File: src/rtl/gc_response_decoder.sv
// Single-wire controller response decoder: measures low-pulse widths
// on the synchronized poll line and assembles a 64-bit frame.
module gc_response_decoder #(
    parameter int BIT_THRESH = 200,
    parameter int MIN_LOW    = 20,
    parameter int TIMEOUT    = 1000
) (
    input  logic        PCLK,
    input  logic        reset,
    input  logic        read,
    input  logic        poll,
    output logic [63:0] data_out,
    output logic [15:0] buttons,
    output logic [7:0]  stick_x,
    output logic [7:0]  stick_y,
    output logic        valid,
    output logic        error,
    output logic        busy
);

    localparam int CLOG = $clog2(TIMEOUT + 1);
    localparam int CW   = (CLOG > 11) ? CLOG : 11;

    localparam logic [CW-1:0] THRESH_C = CW'(BIT_THRESH);
    localparam logic [CW-1:0] MINLOW_C = CW'(MIN_LOW);
    localparam logic [CW-1:0] TO_C     = CW'(TIMEOUT);

    typedef enum logic [2:0] {
        S_IDLE,
        S_ARMED,
        S_LOW,
        S_HIGH,
        S_STOP_WAIT,
        S_STOP_LOW,
        S_DONE
    } state_t;

    state_t        state_q, state_d;
    logic          sync1_q, sync1_d;
    logic          sync2_q, sync2_d;
    logic          prev_q, prev_d;
    logic [CW-1:0] cnt_q, cnt_d;
    logic [6:0]    bitcnt_q, bitcnt_d;
    logic [63:0]   shift_q, shift_d;
    logic [63:0]   data_q, data_d;
    logic          valid_q, valid_d;
    logic          error_q, error_d;

    logic          fall;
    logic          rise;
    logic          err;
    logic [CW-1:0] cnt_inc;

    always_comb begin
        sync1_d = poll;
        sync2_d = sync1_q;
        prev_d  = sync2_q;
    end

    assign fall    = prev_q & ~sync2_q;
    assign rise    = ~prev_q & sync2_q;
    assign cnt_inc = (cnt_q == TO_C) ? cnt_q : cnt_q + CW'(1);

    always_comb begin
        state_d  = state_q;
        cnt_d    = cnt_inc;
        bitcnt_d = bitcnt_q;
        shift_d  = shift_q;
        data_d   = data_q;
        valid_d  = 1'b0;
        error_d  = 1'b0;
        err      = 1'b0;

        unique case (state_q)
            S_IDLE: begin
                cnt_d    = '0;
                bitcnt_d = '0;
                shift_d  = '0;
                if (read) begin
                    state_d = S_ARMED;
                end
            end
            S_ARMED: begin
                cnt_d = '0;
                if (fall) begin
                    state_d = S_LOW;
                end
            end
            S_LOW: begin
                if (cnt_q == TO_C) begin
                    err = 1'b1;
                end else if (rise) begin
                    if (cnt_q < MINLOW_C) begin
                        err = 1'b1;
                    end else begin
                        shift_d  = {shift_q[62:0], (cnt_q < THRESH_C)};
                        bitcnt_d = bitcnt_q + 7'd1;
                        cnt_d    = '0;
                        state_d  = (bitcnt_q == 7'd63) ? S_STOP_WAIT
                                                        : S_HIGH;
                    end
                end
            end
            S_HIGH: begin
                if (cnt_q == TO_C) begin
                    err = 1'b1;
                end else if (fall) begin
                    cnt_d   = '0;
                    state_d = S_LOW;
                end
            end
            S_STOP_WAIT: begin
                if (cnt_q == TO_C) begin
                    err = 1'b1;
                end else if (fall) begin
                    cnt_d   = '0;
                    state_d = S_STOP_LOW;
                end
            end
            S_STOP_LOW: begin
                if (cnt_q == TO_C) begin
                    err = 1'b1;
                end else if (rise) begin
                    if (cnt_q >= MINLOW_C && cnt_q < THRESH_C) begin
                        data_d  = shift_q;
                        valid_d = 1'b1;
                        cnt_d   = '0;
                        state_d = S_DONE;
                    end else begin
                        err = 1'b1;
                    end
                end
            end
            S_DONE: begin
                cnt_d = '0;
                if (!read) begin
                    state_d = S_IDLE;
                end
            end
            default: begin
                cnt_d   = '0;
                state_d = S_IDLE;
            end
        endcase

        if (err) begin
            error_d  = 1'b1;
            shift_d  = '0;
            bitcnt_d = '0;
            cnt_d    = '0;
            state_d  = S_DONE;
        end

        // Losing the read window is a silent abort, not a frame error
        if (!read && state_q != S_IDLE && state_q != S_DONE) begin
            error_d  = 1'b0;
            valid_d  = 1'b0;
            data_d   = data_q;
            shift_d  = '0;
            bitcnt_d = '0;
            cnt_d    = '0;
            state_d  = S_IDLE;
        end
    end

    always_ff @(posedge PCLK) begin
        if (reset) begin
            state_q  <= S_IDLE;
            sync1_q  <= 1'b1;
            sync2_q  <= 1'b1;
            prev_q   <= 1'b1;
            cnt_q    <= '0;
            bitcnt_q <= '0;
            shift_q  <= '0;
            data_q   <= '0;
            valid_q  <= 1'b0;
            error_q  <= 1'b0;
        end else begin
            state_q  <= state_d;
            sync1_q  <= sync1_d;
            sync2_q  <= sync2_d;
            prev_q   <= prev_d;
            cnt_q    <= cnt_d;
            bitcnt_q <= bitcnt_d;
            shift_q  <= shift_d;
            data_q   <= data_d;
            valid_q  <= valid_d;
            error_q  <= error_d;
        end
    end

    assign data_out = data_q;
    assign buttons  = data_q[63:48];
    assign stick_x  = data_q[47:40];
    assign stick_y  = data_q[39:32];
    assign valid    = valid_q;
    assign error    = error_q;
    assign busy     = (state_q == S_LOW) || (state_q == S_HIGH) ||
                      (state_q == S_STOP_LOW) || (state_q == S_STOP_WAIT);

endmodule

File: config.mk
export PLATFORM = sky130hd
export DESIGN_NAME = gc_response_decoder
export DESIGN_NICKNAME = d
export VERILOG_FILES = /design/src/rtl/gc_response_decoder.sv
export SDC_FILE = /design/constraint.sdc
export NUM_CORES = 1
export LEC_CHECK = 0
export CORE_MARGIN = 5
export CORE_UTILIZATION = 54
export CTS_CLUSTER_SIZE = 25
export DETAILED_ROUTE_END_ITERATION = 8
export GPL_TIMING_DRIVEN = 0
export MAX_ROUTING_LAYER = met4
export PLACE_DENSITY = 0.8
export SYNTH_ARGS = -nofsm -noshare
export SYNTH_HDL_FRONTEND = slang
export SYNTH_SLANG_ARGS = --single-unit
File: constraint.sdc
create_clock -name PCLK -period 2.9 [get_ports PCLK]
set_input_delay 0.58 -clock PCLK [delete_from_list [all_inputs] [get_ports PCLK]]
set_output_delay 0.58 -clock PCLK [all_outputs]
set_load 0.01 [all_outputs]
==> reports/results.txt <==
Fin. Hold Viols: 0
Hold Crit Start: sync1_q$_SDFF_PP1_
# rows: 40
fin crit period: 2510 ps
Seq cells post-synth: 154
worst stage delay on the critical path: 380 ps
Worst Tran Pin Value: 680 ps
area of placed instances: 7700 um2
# diodes: 0
All-Layer GR Usage: 0.230
status: completed
via/cell ratio: 5.71
simple-gate portion of the synthesized area: 0.200
# nets final: 921
FMAX: 0.398 GHz
DRT Wirelength: 16,100 um
Hold Slack: 421 ps
Post-synth EDFFs: 0
total negative setup slack: 0 ps
total gr overflow: 0
Hold WC Path Type: reg -> reg
die footprint: 14,300 um2
clk sinks: 154
non-filler instance count after layout: 1,074
Max-Cap Viols: 0
cts hold-fix bufs: 0
count of cell types in the netlist: 55
Most Frequent Cell on Critical Path: buf_2
clock-pin slew on the worst setup and hold paths: 60 ps
drt pass-1 iters: 5
worst r2r src: cnt_q[0]$_SDFF_PP0_
Async S/R FF share, synth: 0
Ports: 103
RSZ-0062 raised after global routing: no
share of cells above drive strength 1: 0.104
setup bufs post-CTS: 0
GPL Wtd Cong: 0.933
1st-iter DRT viols: 648
number of global-route vias before repair: 5,702
worst r2r path cells: 10
Residual DRC: 0
Post-Synthesis Cells: 794
Post-Syn Nets: 801
post-route ant nets: 0
total CTS buffers: 17
Top Family by Delay on Critical Path: buffers and inverters
ys flop type: dfxtp_1
Routed WL per cell: 15.0 um
Placed Instances: 1,042
Area growth syn-to-layout: 27.6%
Yosys top cell area share: 0.474
maximum VDD drop: 0.423 mV
XOR/XNOR share of the synthesized area: 0.0135
Skew-Pair Late Insertion Delay: 430 ps
Port Buffer Count: 101
largest family of logic cells by synthesized area: compound AO/OA/AOI/OAI gates
skew final: 7.51 ps
Finish-stage setup viols: 0
post-route cell area: 8310 um2
largest net degree at the start of global routing: 17
DP HPWL: 10,700 um
Leak: 2.71 nW
htree depth: 4
Clock Tree Buf Depth: 2
clock tree root buffer cell: clkbuf_16
slew margin rel.: 0.545
CP endpoint kind: flop
Hold Path Stages: 1
initial antenna violation count: 0
Crit-path slowest cell: o21ai_1
mapped cell area: 6510 um2
worst-path maximum fanout: 10
syn avg cell area: 8.20 um2
CP Data Required Time: 3200 ps
total number of vias: 6,134
Period Utilization, post-route: 0.867
Synth Area in Compound Gates: 0.218
CP Buf/Inv Count: 4
Worst Hold Path EP: prev_d$_SDFF_PP1_
top cells by area, synth: dfxtp_1, a21oi_1, nand2_1
core area: 11,900 um2
Syn. warnings: 0
first-pass GRT wire length: 26,600 um
Final Max Tran Viols: 0
startpoint types: flop
Starting Density: 0.546
R2R setup slack: 390 ps
CTS tree: done
CP arrival: 2820 ps
Resize count post-CTS: 0
pwr/cell area: 569 nW/um2
critical path cell sequence: inv_1 > ha_1 > nor2b_1 > and3_1 > buf_2 > a221oi_2 > o21ai_1 > buf_2 > buf_4 > a21oi_1
Synth top cells by count: dfxtp_1, nand2_1, a21oi_1
kind of critical path: reg -> reg
Synth area leader: dfxtp_1
Seq/Total Area, Yosys: 0.474
Synth Area in Adders: 0.00577
mux cell area share after synthesis: 0.00173
most frequent cell after synthesis: dfxtp_1
chip width: 120 um
die height: 120 um
Final Util: 0.697
RR Endpoint: shift_q[38]$_SDFFE_PP0P_
registers in the layout, summed over array words and instances (netlist names):
| name | cells |
|---|---|
| bitcnt_q | 7 |
| cnt_q | 11 |
| data_out | 64 |
| error | 1 |
| prev_d | 1 |
| prev_q | 1 |
| shift_q | 64 |
| state_q | 3 |
| sync1_q | 1 |
| valid | 1 |
worst max-delay path by stage:
stage | startpoint | endpoint | cells after the start
after CTS | cnt_q[0]$_SDFF_PP0_ | data_out[37]$_SDFFE_PP0P_ | 8
final | cnt_q[0]$_SDFF_PP0_ | shift_q[38]$_SDFFE_PP0P_ | 10
after floorplan | cnt_q[0]$_SDFF_PP0_ | bitcnt_q[1]$_SDFFE_PP0P_ | 10
after detailed placement | read | data_out[45]$_SDFFE_PP0P_ | 5
after global routing | cnt_q[4]$_SDFF_PP0_ | data_out[20]$_SDFFE_PP0P_ | 6
after global placement | read | data_out[61]$_SDFFE_PP0P_ | 5
area by class of cell:
type,instances,area [um2]
well taps,147,184
fillers,999,3610
clock inverters,12,146
flip-flops and latches,154,3080
plain buffers,104,541
repair buffers,101,1010
multi-input cells,530,2860
inverters,6,22.5
clock buffers,20,457
cell families (layout without fill, tap and decap cells):
family / Yosys count / in the layout
buffers and inverters: 110 / 243
xor gates and xnor gates: 10 / 10
AOI/OAI and AO/OA: 253 / 253
and+or+nand+nor: 263 / 263
DFF: 154 / 154
adders and majority gates: 3 / 3
muxes: 1 / 1
where the power goes:
group          switching [mW]  internal, mW  total (mW)
logic                   0.276        0.0677       0.344
registers             0.00629          2.12        2.13
clock network           0.860          1.39        2.25
stage by stage:
step                      worst slack, ps  total power [mW]
after floorplan                       917              2.41
after global placement                451              2.51
after detailed placement              421              2.51
after CTS                             429              4.74
after global routing                  177              4.88
final                                 386              4.73
layout by cell type (no fill, tap or decap), types with 3 or more instances in the layout:
master / n
dfxtp_1: 154
nand2_1: 140
a21oi_1: 135
clkdlybuf4s50_1: 101
o21ai_0: 75
nand4_1: 69
clkbuf_1: 54
buf_4: 35
clkbuf_16: 17
buf_2: 14
a211oi_1: 12
nand3_1: 8
inv_1: 6
nor2_1: 6
a22oi_1: 6
xor2_1: 6
nand2b_1: 5
or3_1: 5
clkinv_2: 5
xnor2_1: 4
nor2b_1: 4
and3_1: 4
or2_2: 4
and4_1: 3
nor3_1: 3
a31oi_1: 3
or4_1: 3
ha_1: 3
clkinvlp_4: 3
bufinv_16: 3
layer usage:
layer,vias up,GRT usage,wire [um]
li1,3034,-,-
met1,2872,0.296,7280
met2,200,0.345,7580
met3,28,0.0608,982
met4,0,0.0952,299
met5,-,-,0
(Power assumes the default switching activity.)
